### config.mk
export PLATFORM = sky130hd
export DESIGN_NAME = spi32_arbiter_flat
export DESIGN_NICKNAME = d
export VERILOG_FILES = /design/src/rtl/spi32_arbiter_if.sv /design/src/rtl/spi32_arbiter.sv /design/src/flat_wrapper.sv
export SDC_FILE = /design/constraint.sdc
export NUM_CORES = 1
export LEC_CHECK = 0
export BUFFER_PORTS_ARGS = -buffer_cell sky130_fd_sc_hd__buf_2
export CELL_PAD_IN_SITES_DETAIL_PLACEMENT = 1
export CELL_PAD_IN_SITES_GLOBAL_PLACEMENT = 2
export CORE_UTILIZATION = 26
export DETAILED_ROUTE_END_ITERATION = 12
export PLACE_DENSITY = 0.84
export SLEW_MARGIN = 20
export SYNTH_ARGS = -nofsm -noshare
export SYNTH_HDL_FRONTEND = slang
export SYNTH_SLANG_ARGS = --single-unit
### constraint.sdc
create_clock -name clk -period 2.3 [get_ports clk]
set_input_delay 0.23 -clock clk [delete_from_list [all_inputs] [get_ports clk]]
set_output_delay 0.23 -clock clk [all_outputs]
set_load 0.03 [all_outputs]
### src/rtl/spi32_arbiter_if.sv
// Signal bundle between the requesters, the spi32_arbiter and the spi32 core.
// The slave modport is the arbiter's view; master is the environment's view.
interface spi32_arbiter_if #(
    parameter int unsigned NREQ = 4
);
    logic [NREQ-1:0]    req_valid;
    logic [NREQ-1:0]    req_write;
    logic [2*NREQ-1:0]  req_nbytes;
    logic [32*NREQ-1:0] req_data;
    logic [NREQ-1:0]    req_ready;
    logic [NREQ-1:0]    rsp_valid;
    logic               rsp_err;
    logic [31:0]        rsp_data;
    logic               spi_read;
    logic               spi_write;
    logic [31:0]        spi_din;
    logic [1:0]         spi_nbytes;
    logic               spi_busy;
    logic [31:0]        spi_dout;
    logic               spi_cs;
    logic [NREQ-1:0]    dev_cs;

    modport slave (
        input  req_valid, req_write, req_nbytes, req_data, spi_busy, spi_dout, spi_cs,
        output req_ready, rsp_valid, rsp_err, rsp_data, spi_read, spi_write, spi_din,
               spi_nbytes, dev_cs
    );

    modport master (
        output req_valid, req_write, req_nbytes, req_data, spi_busy, spi_dout, spi_cs,
        input  req_ready, rsp_valid, rsp_err, rsp_data, spi_read, spi_write, spi_din,
               spi_nbytes, dev_cs
    );
endinterface

### src/rtl/spi32_arbiter.sv
// Round-robin arbiter sharing one spi32 core among NREQ requesters; sequences each transfer
// on spi32 busy, returns the result to the winner and steers cs to the granted device.
module spi32_arbiter #(
    parameter int unsigned NREQ      = 4,
    parameter int unsigned START_TMO = 15
) (
    input logic            clk,
    input logic            reset_n,
    spi32_arbiter_if.slave bus
);
    localparam int unsigned IdxW = $clog2(NREQ);
    localparam logic [NREQ-1:0] One = {{(NREQ-1){1'b0}}, 1'b1};

    typedef enum logic [2:0] {
        StIdle,
        StIssue,
        StWaitStart,
        StWaitDone,
        StResp
    } state_e;

    state_e          state;
    logic [IdxW-1:0] rr_ptr;
    logic [IdxW-1:0] grant;
    logic [IdxW-1:0] pick;
    logic            pick_valid;
    logic [7:0]      start_cnt;

    function automatic logic [IdxW-1:0] wrap_idx(input logic [IdxW-1:0] base,
                                                 input int unsigned off);
        int unsigned s;
        s = 32'(base) + off;
        if (s >= NREQ) s = s - NREQ;
        return s[IdxW-1:0];
    endfunction

    // First pending requester at or after rr_ptr, wrapping around.
    always_comb begin
        pick_valid = 1'b0;
        pick       = '0;
        for (int unsigned k = 0; k < NREQ; k++) begin
            if (!pick_valid && bus.req_valid[wrap_idx(rr_ptr, k)]) begin
                pick_valid = 1'b1;
                pick       = wrap_idx(rr_ptr, k);
            end
        end
    end

    always_ff @(posedge clk or negedge reset_n) begin
        if (!reset_n) begin
            state          <= StIdle;
            rr_ptr         <= '0;
            grant          <= '0;
            start_cnt      <= '0;
            bus.req_ready  <= '0;
            bus.rsp_valid  <= '0;
            bus.rsp_err    <= 1'b0;
            bus.rsp_data   <= '0;
            bus.spi_read   <= 1'b0;
            bus.spi_write  <= 1'b0;
            bus.spi_din    <= '0;
            bus.spi_nbytes <= '0;
        end else begin
            bus.req_ready <= '0;
            bus.rsp_valid <= '0;
            bus.spi_read  <= 1'b0;
            bus.spi_write <= 1'b0;
            unique case (state)
                StIdle: begin
                    // Command pulse is launched here so it is visible during the ISSUE cycle.
                    if (pick_valid) begin
                        grant          <= pick;
                        bus.spi_din    <= bus.req_data[32*pick +: 32];
                        bus.spi_nbytes <= bus.req_nbytes[2*pick +: 2];
                        bus.spi_write  <= bus.req_write[pick];
                        bus.spi_read   <= ~bus.req_write[pick];
                        bus.req_ready  <= One << pick;
                        state          <= StIssue;
                    end
                end
                StIssue: begin
                    start_cnt <= 8'(START_TMO);
                    state     <= StWaitStart;
                end
                StWaitStart: begin
                    if (bus.spi_busy) begin
                        state <= StWaitDone;
                    end else if (start_cnt <= 8'd1) begin
                        bus.rsp_valid <= One << grant;
                        bus.rsp_err   <= 1'b1;
                        state         <= StResp;
                    end else begin
                        start_cnt <= start_cnt - 8'd1;
                    end
                end
                StWaitDone: begin
                    if (!bus.spi_busy) begin
                        bus.rsp_data  <= bus.spi_dout;
                        bus.rsp_valid <= One << grant;
                        bus.rsp_err   <= 1'b0;
                        state         <= StResp;
                    end
                end
                StResp: begin
                    rr_ptr      <= wrap_idx(grant, 1);
                    bus.rsp_err <= 1'b0;
                    state       <= StIdle;
                end
                default: state <= StIdle;
            endcase
        end
    end

    always_comb begin
        bus.dev_cs = '1;
        if (state != StIdle) bus.dev_cs[grant] = bus.spi_cs;
    end
endmodule

### src/flat_wrapper.sv
// flat-port wrapper written by rule: the top's interface ports become plain ports
module spi32_arbiter_flat 
#(
    parameter int unsigned NREQ      = 4,
    parameter int unsigned START_TMO = 15
)
  (clk, reset_n, bus_req_valid, bus_req_write, bus_req_nbytes, bus_req_data, bus_spi_busy, bus_spi_dout, bus_spi_cs, bus_req_ready, bus_rsp_valid, bus_rsp_err, bus_rsp_data, bus_spi_read, bus_spi_write, bus_spi_din, bus_spi_nbytes, bus_dev_cs);
  spi32_arbiter_if #(.NREQ(NREQ)) bus_i ();
  input logic clk;
  input logic reset_n;
  input wire logic [$bits(bus_i.req_valid)-1:0] bus_req_valid;
  input wire logic [$bits(bus_i.req_write)-1:0] bus_req_write;
  input wire logic [$bits(bus_i.req_nbytes)-1:0] bus_req_nbytes;
  input wire logic [$bits(bus_i.req_data)-1:0] bus_req_data;
  input wire logic [$bits(bus_i.spi_busy)-1:0] bus_spi_busy;
  input wire logic [$bits(bus_i.spi_dout)-1:0] bus_spi_dout;
  input wire logic [$bits(bus_i.spi_cs)-1:0] bus_spi_cs;
  output wire logic [$bits(bus_i.req_ready)-1:0] bus_req_ready;
  output wire logic [$bits(bus_i.rsp_valid)-1:0] bus_rsp_valid;
  output wire logic [$bits(bus_i.rsp_err)-1:0] bus_rsp_err;
  output wire logic [$bits(bus_i.rsp_data)-1:0] bus_rsp_data;
  output wire logic [$bits(bus_i.spi_read)-1:0] bus_spi_read;
  output wire logic [$bits(bus_i.spi_write)-1:0] bus_spi_write;
  output wire logic [$bits(bus_i.spi_din)-1:0] bus_spi_din;
  output wire logic [$bits(bus_i.spi_nbytes)-1:0] bus_spi_nbytes;
  output wire logic [$bits(bus_i.dev_cs)-1:0] bus_dev_cs;
  assign bus_i.req_valid = bus_req_valid;
  assign bus_i.req_write = bus_req_write;
  assign bus_i.req_nbytes = bus_req_nbytes;
  assign bus_i.req_data = bus_req_data;
  assign bus_i.spi_busy = bus_spi_busy;
  assign bus_i.spi_dout = bus_spi_dout;
  assign bus_i.spi_cs = bus_spi_cs;
  assign bus_req_ready = bus_i.req_ready;
  assign bus_rsp_valid = bus_i.rsp_valid;
  assign bus_rsp_err = bus_i.rsp_err;
  assign bus_rsp_data = bus_i.rsp_data;
  assign bus_spi_read = bus_i.spi_read;
  assign bus_spi_write = bus_i.spi_write;
  assign bus_spi_din = bus_i.spi_din;
  assign bus_spi_nbytes = bus_i.spi_nbytes;
  assign bus_dev_cs = bus_i.dev_cs;
  spi32_arbiter #(.NREQ(NREQ), .START_TMO(START_TMO)) u_core (.clk(clk), .reset_n(reset_n), .bus(bus_i));
endmodule
==> flow_summary.yaml <==
critical_path:
  crit_type: "reg2reg"
  cp.arrival_ns: 2.34
  cp.depth: 6
  cp_top_family: "simple AND/OR/NAND/NOR gates"
  cp-start-kind: "flip-flop"
  rrSetupSlack_ns: 0.19
  slowest_stage: "dfrtp_1"
  max_stage_delay_ns: 0.46
  crit_path_end_kind: "flip-flop"
  cp_max_fo: 30
  critPathBufInv: 1
  cp_cell_sequence: "nand2_1 > or2_2 > nand3_2 > buf_12 > mux2_2 > o221a_2"
  required_ns: 2.53
  rr_worst_depth: 6
  r2r-end: "u_core.bus.spi_nbytes[0]$_DFFE_PN0P_"
  r2r-start: "u_core.rr_ptr[1]$_DFFE_PN0P_"
logic_synthesis:
  synth_edf_count: 0
  synthFlopType: "dfrtp_1"
  yosys-mux-area-fraction_pct: 15.5
  synth.largest_area_cell: "dfrtp_1"
  syn-num-nets: 641
  synthTopCellsByCount: "dfrtp_1 (92), mux2_2 (67), clkbuf_1 (31), o21ai_0 (31), nor4_1 (26)"
  synth-simple-area-share_pct: 12.3
  synth_compound_area_share_pct: 17.9
  synth_seq_area_share_pct: 46.8
  synth-xor-area-share_pct: 1.07
  synth-warning-count: 0
  synthAdderAreaFrac_pct: 1.53
  yosys_register_bits: 92
  synth_cells: 455
  syn_area_per_cell_um2: 10.8
  synthTopCellsByArea: "dfrtp_1 (47%), mux2_2 (15%), o221a_2 (5.3%)"
  synthMostInstantiatedCell: "dfrtp_1"
  netlist.area_leader.share_pct: 46.8
  yosysUniqueCellTypes: 40
  synth_top_family_by_area: "compound AO/OA/AOI/OAI gates"
  synth_area_mm2: 0.00492
  synthArstFlopShare_pct: 100
placed_design:
  placed_area_mm2: 0.00658
  gp_congestion: 0.829
  dp_hpwl_um: 13900
  io_buffers: 260
timing:
  slew_headroom_pct: 53.3
  setup_viol: 0
  rsz0062_at_grt: "false"
  tightest_slew_ns: 0.698
  fmax_mhz: 474
  post-route-min-period_ns: 2.11
  setup_tns_ns: 0
  skew_ns: 0.00917
  hold_viol_final: 0
  fin_crit_sh_pct: 91.7
  slew_violations: 0
drt:
  drt.antenna.violating_nets: 0
  dr.pass1.iters: 4
  vias: 4833
  drt_iter0_drc: 164
  drc: 0
  viasPerCell: 5.11
  wl_um: 18300
  wl_per_cell_um: 19.4
die:
  die_w_um: 140
  num_rows: 49
  die_area_mm2: 0.0195
  die_h_um: 140
  io_pins: 261
  initial_core_util_pct: 26.9
  core_mm2: 0.0183
power:
  p_comb_share_pct: 55.1
  clkPwrFrac_pct: 15.3
  p_per_area_mw_per_mm2: 1340
  swShare_pct: 45.1
  p_leak_nw: 3.24
  p_switching_mw: 4.17
  max-vdd-ir-drop_mv: 0.381
  p_int_mw: 5.08
  power_frac_seq_pct: 29.6
final_layout:
  areaGrowthSynthToFinish_pct: 39.8
  drive_gt1_share_pct: 57.4
  fin_nets: 896
  fillers: 2118
  fin_area_mm2: 0.00688
hold_path:
  hp-start: "bus_spi_dout[24]"
  min_path_type: "in2reg"
  min_path_cells: 2
  whs_endpoint: "u_core.bus.rsp_data[24]$_DFFE_PN0P_"
clock_tree:
  cts.sinks: 92
  postCtsSetupBuffers: 0
  clockRootBuffer: "clkbuf_16"
  htreeDepth: 3
  clkSlewWorstSetupHoldPaths_ns: 0.07
  cts_tree: "done"
  worstSkewPairLatency_ns: 0.35
  clock_path_buffers: 2
  tritoncts.num_buffers: 9
global_routing:
  grtUsageTotal_pct: 18.8
  grt_max_degree: 43
  grt_pass1_wl_um: 28000
  grt_pass1_vias: 5112
  overflow: 0
  antenna_found_initial: 2
status:
  status: "finished, final reports clean"
flow_run:
  max_cap_violations: 0
==> through the flow <==
step | cells | power [mW] | worst slack, ns | utilization (%) | hold WS (ns)
6_report | 945 | 9.25 | 0.192 | 37.6 | 0.119
5_1_grt | 943 | 9.78 | 0.0901 | 37.6 | 0.107
4_1_cts | 943 | 9.36 | 0.185 | 37.6 | 0.106
3_5_place_dp | 927 | 7.90 | -0.0227 | 36.0 | 0.277
3_3_place_gp | 927 | 7.70 | 0.113 | 36.0 | 0.263
2_1_floorplan | 455 | 6.14 | 0.205 | - | -0.0656
==> cell type report <==
type,instances,area [µm²],share of cell area (%)
inverters,19,71.3,1.04
multi-input cells,304,2410,35.1
clock buffers,10,239,3.47
clock inverters,5,38.8,0.564
repair buffers,284,1520,22.2
well taps,229,287,4.17
flip-flops and latches,92,2300,33.5
diodes,2,5.00,0.0728
==> state kept, by name, indices dropped and copies added, names as in the netlist <==
register / cells
u_core.bus.rsp_valid: 4
u_core.bus.spi_nbytes: 2
u_core.grant: 2
u_core.state: 3
u_core.bus.spi_write: 1
u_core.bus.rsp_err: 1
u_core.start_cnt: 8
u_core.bus.spi_read: 1
u_core.bus.rsp_data: 32
u_core.bus.spi_din: 32
u_core.rr_ptr: 2
u_core.bus.req_ready: 4
==> kinds of logic (layout without fill, tap and decap cells) <==
group,Yosys count,count (layout)
flip-flops,92,92
AND/OR/NAND/NOR,107,107
other,0,2
multiplexers,68,68
AO/OA/AOI/OAI,117,117
XOR/XNOR,6,6
adder cells (fa/ha/maj),6,6
buffers and inverters,59,318
==> placed cells by master (no fill, tap or decap), types with 4 or more instances in the layout <==
| cell type | n |
|---|---|
| buf_2 | 259 |
| dfrtp_1 | 92 |
| mux2_2 | 67 |
| o21ai_0 | 31 |
| nor4_1 | 25 |
| a31oi_1 | 23 |
| o221a_2 | 23 |
| buf_4 | 21 |
| inv_1 | 19 |
| or2_2 | 14 |
| nor2_1 | 13 |
| o211a_1 | 13 |
| nand4_1 | 13 |
| o211ai_1 | 13 |
| nand2_1 | 11 |
| clkbuf_16 | 9 |
| nor3_1 | 8 |
| ha_1 | 6 |
| a21oi_1 | 5 |
| and2_1 | 4 |
| xor2_1 | 4 |
==> power by group through the flow <==
| stage | Sequential [mW] | Combinational (mW) | Clock, mW |
|---|---|---|---|
| after floorplan | 3.92 | 2.22 | 0 |
| after global placement | 2.72 | 4.98 | 0 |
| after detailed placement | 2.77 | 5.14 | 0 |
| after CTS | 2.75 | 5.14 | 1.46 |
| after global routing | 2.83 | 5.43 | 1.53 |
| final | 2.74 | 5.10 | 1.41 |
==> worst max path at each step <==
stage                                            start                                   end  slack [ns]
after floorplan           u_core.rr_ptr[1]$_DFFE_PN0P_    u_core.bus.spi_din[21]$_DFFE_PN0P_        0.21
after global placement    u_core.rr_ptr[1]$_DFFE_PN0P_        u_core.bus.spi_write$_DFF_PN0_        0.11
after detailed placement  u_core.rr_ptr[1]$_DFFE_PN0P_        u_core.bus.spi_write$_DFF_PN0_       -0.02
after CTS                 u_core.rr_ptr[1]$_DFFE_PN0P_  u_core.bus.spi_nbytes[0]$_DFFE_PN0P_        0.19
after global routing       u_core.state[0]$_DFFE_PN0P_     u_core.bus.spi_din[4]$_DFFE_PN0P_        0.09
final                     u_core.rr_ptr[1]$_DFFE_PN0P_  u_core.bus.spi_nbytes[0]$_DFFE_PN0P_        0.19
==> layer usage <==
layer	global-route usage (%)	share of wire (%)	up-vias
met3	5.54	8.0	20
met2	33.3	50	214
li1	-	-	2229
met1	21.4	40	2370
met5	0	0	-
met4	6.88	1.7	0
==> timing repair <==
| action | in CTS | in global routing |
|---|---|---|
| gates resized for setup | 1 | 0 |
| hold buffers | 1 | 0 |
| hold endpoints to repair | 40 | 0 |
| endpoints found under the setup margin | 1 | 0 |
==> worst register-to-register path, delay by kind of cell (launching register included) <==
kind	cells	cell delay, ns
buffers and inverters	1	0.22
flip-flops	1	0.46
AO/OA/AOI/OAI	1	0.23
multiplexers	1	0.38
AND/OR/NAND/NOR	3	0.71
Power figures use the tool's default switching activity.
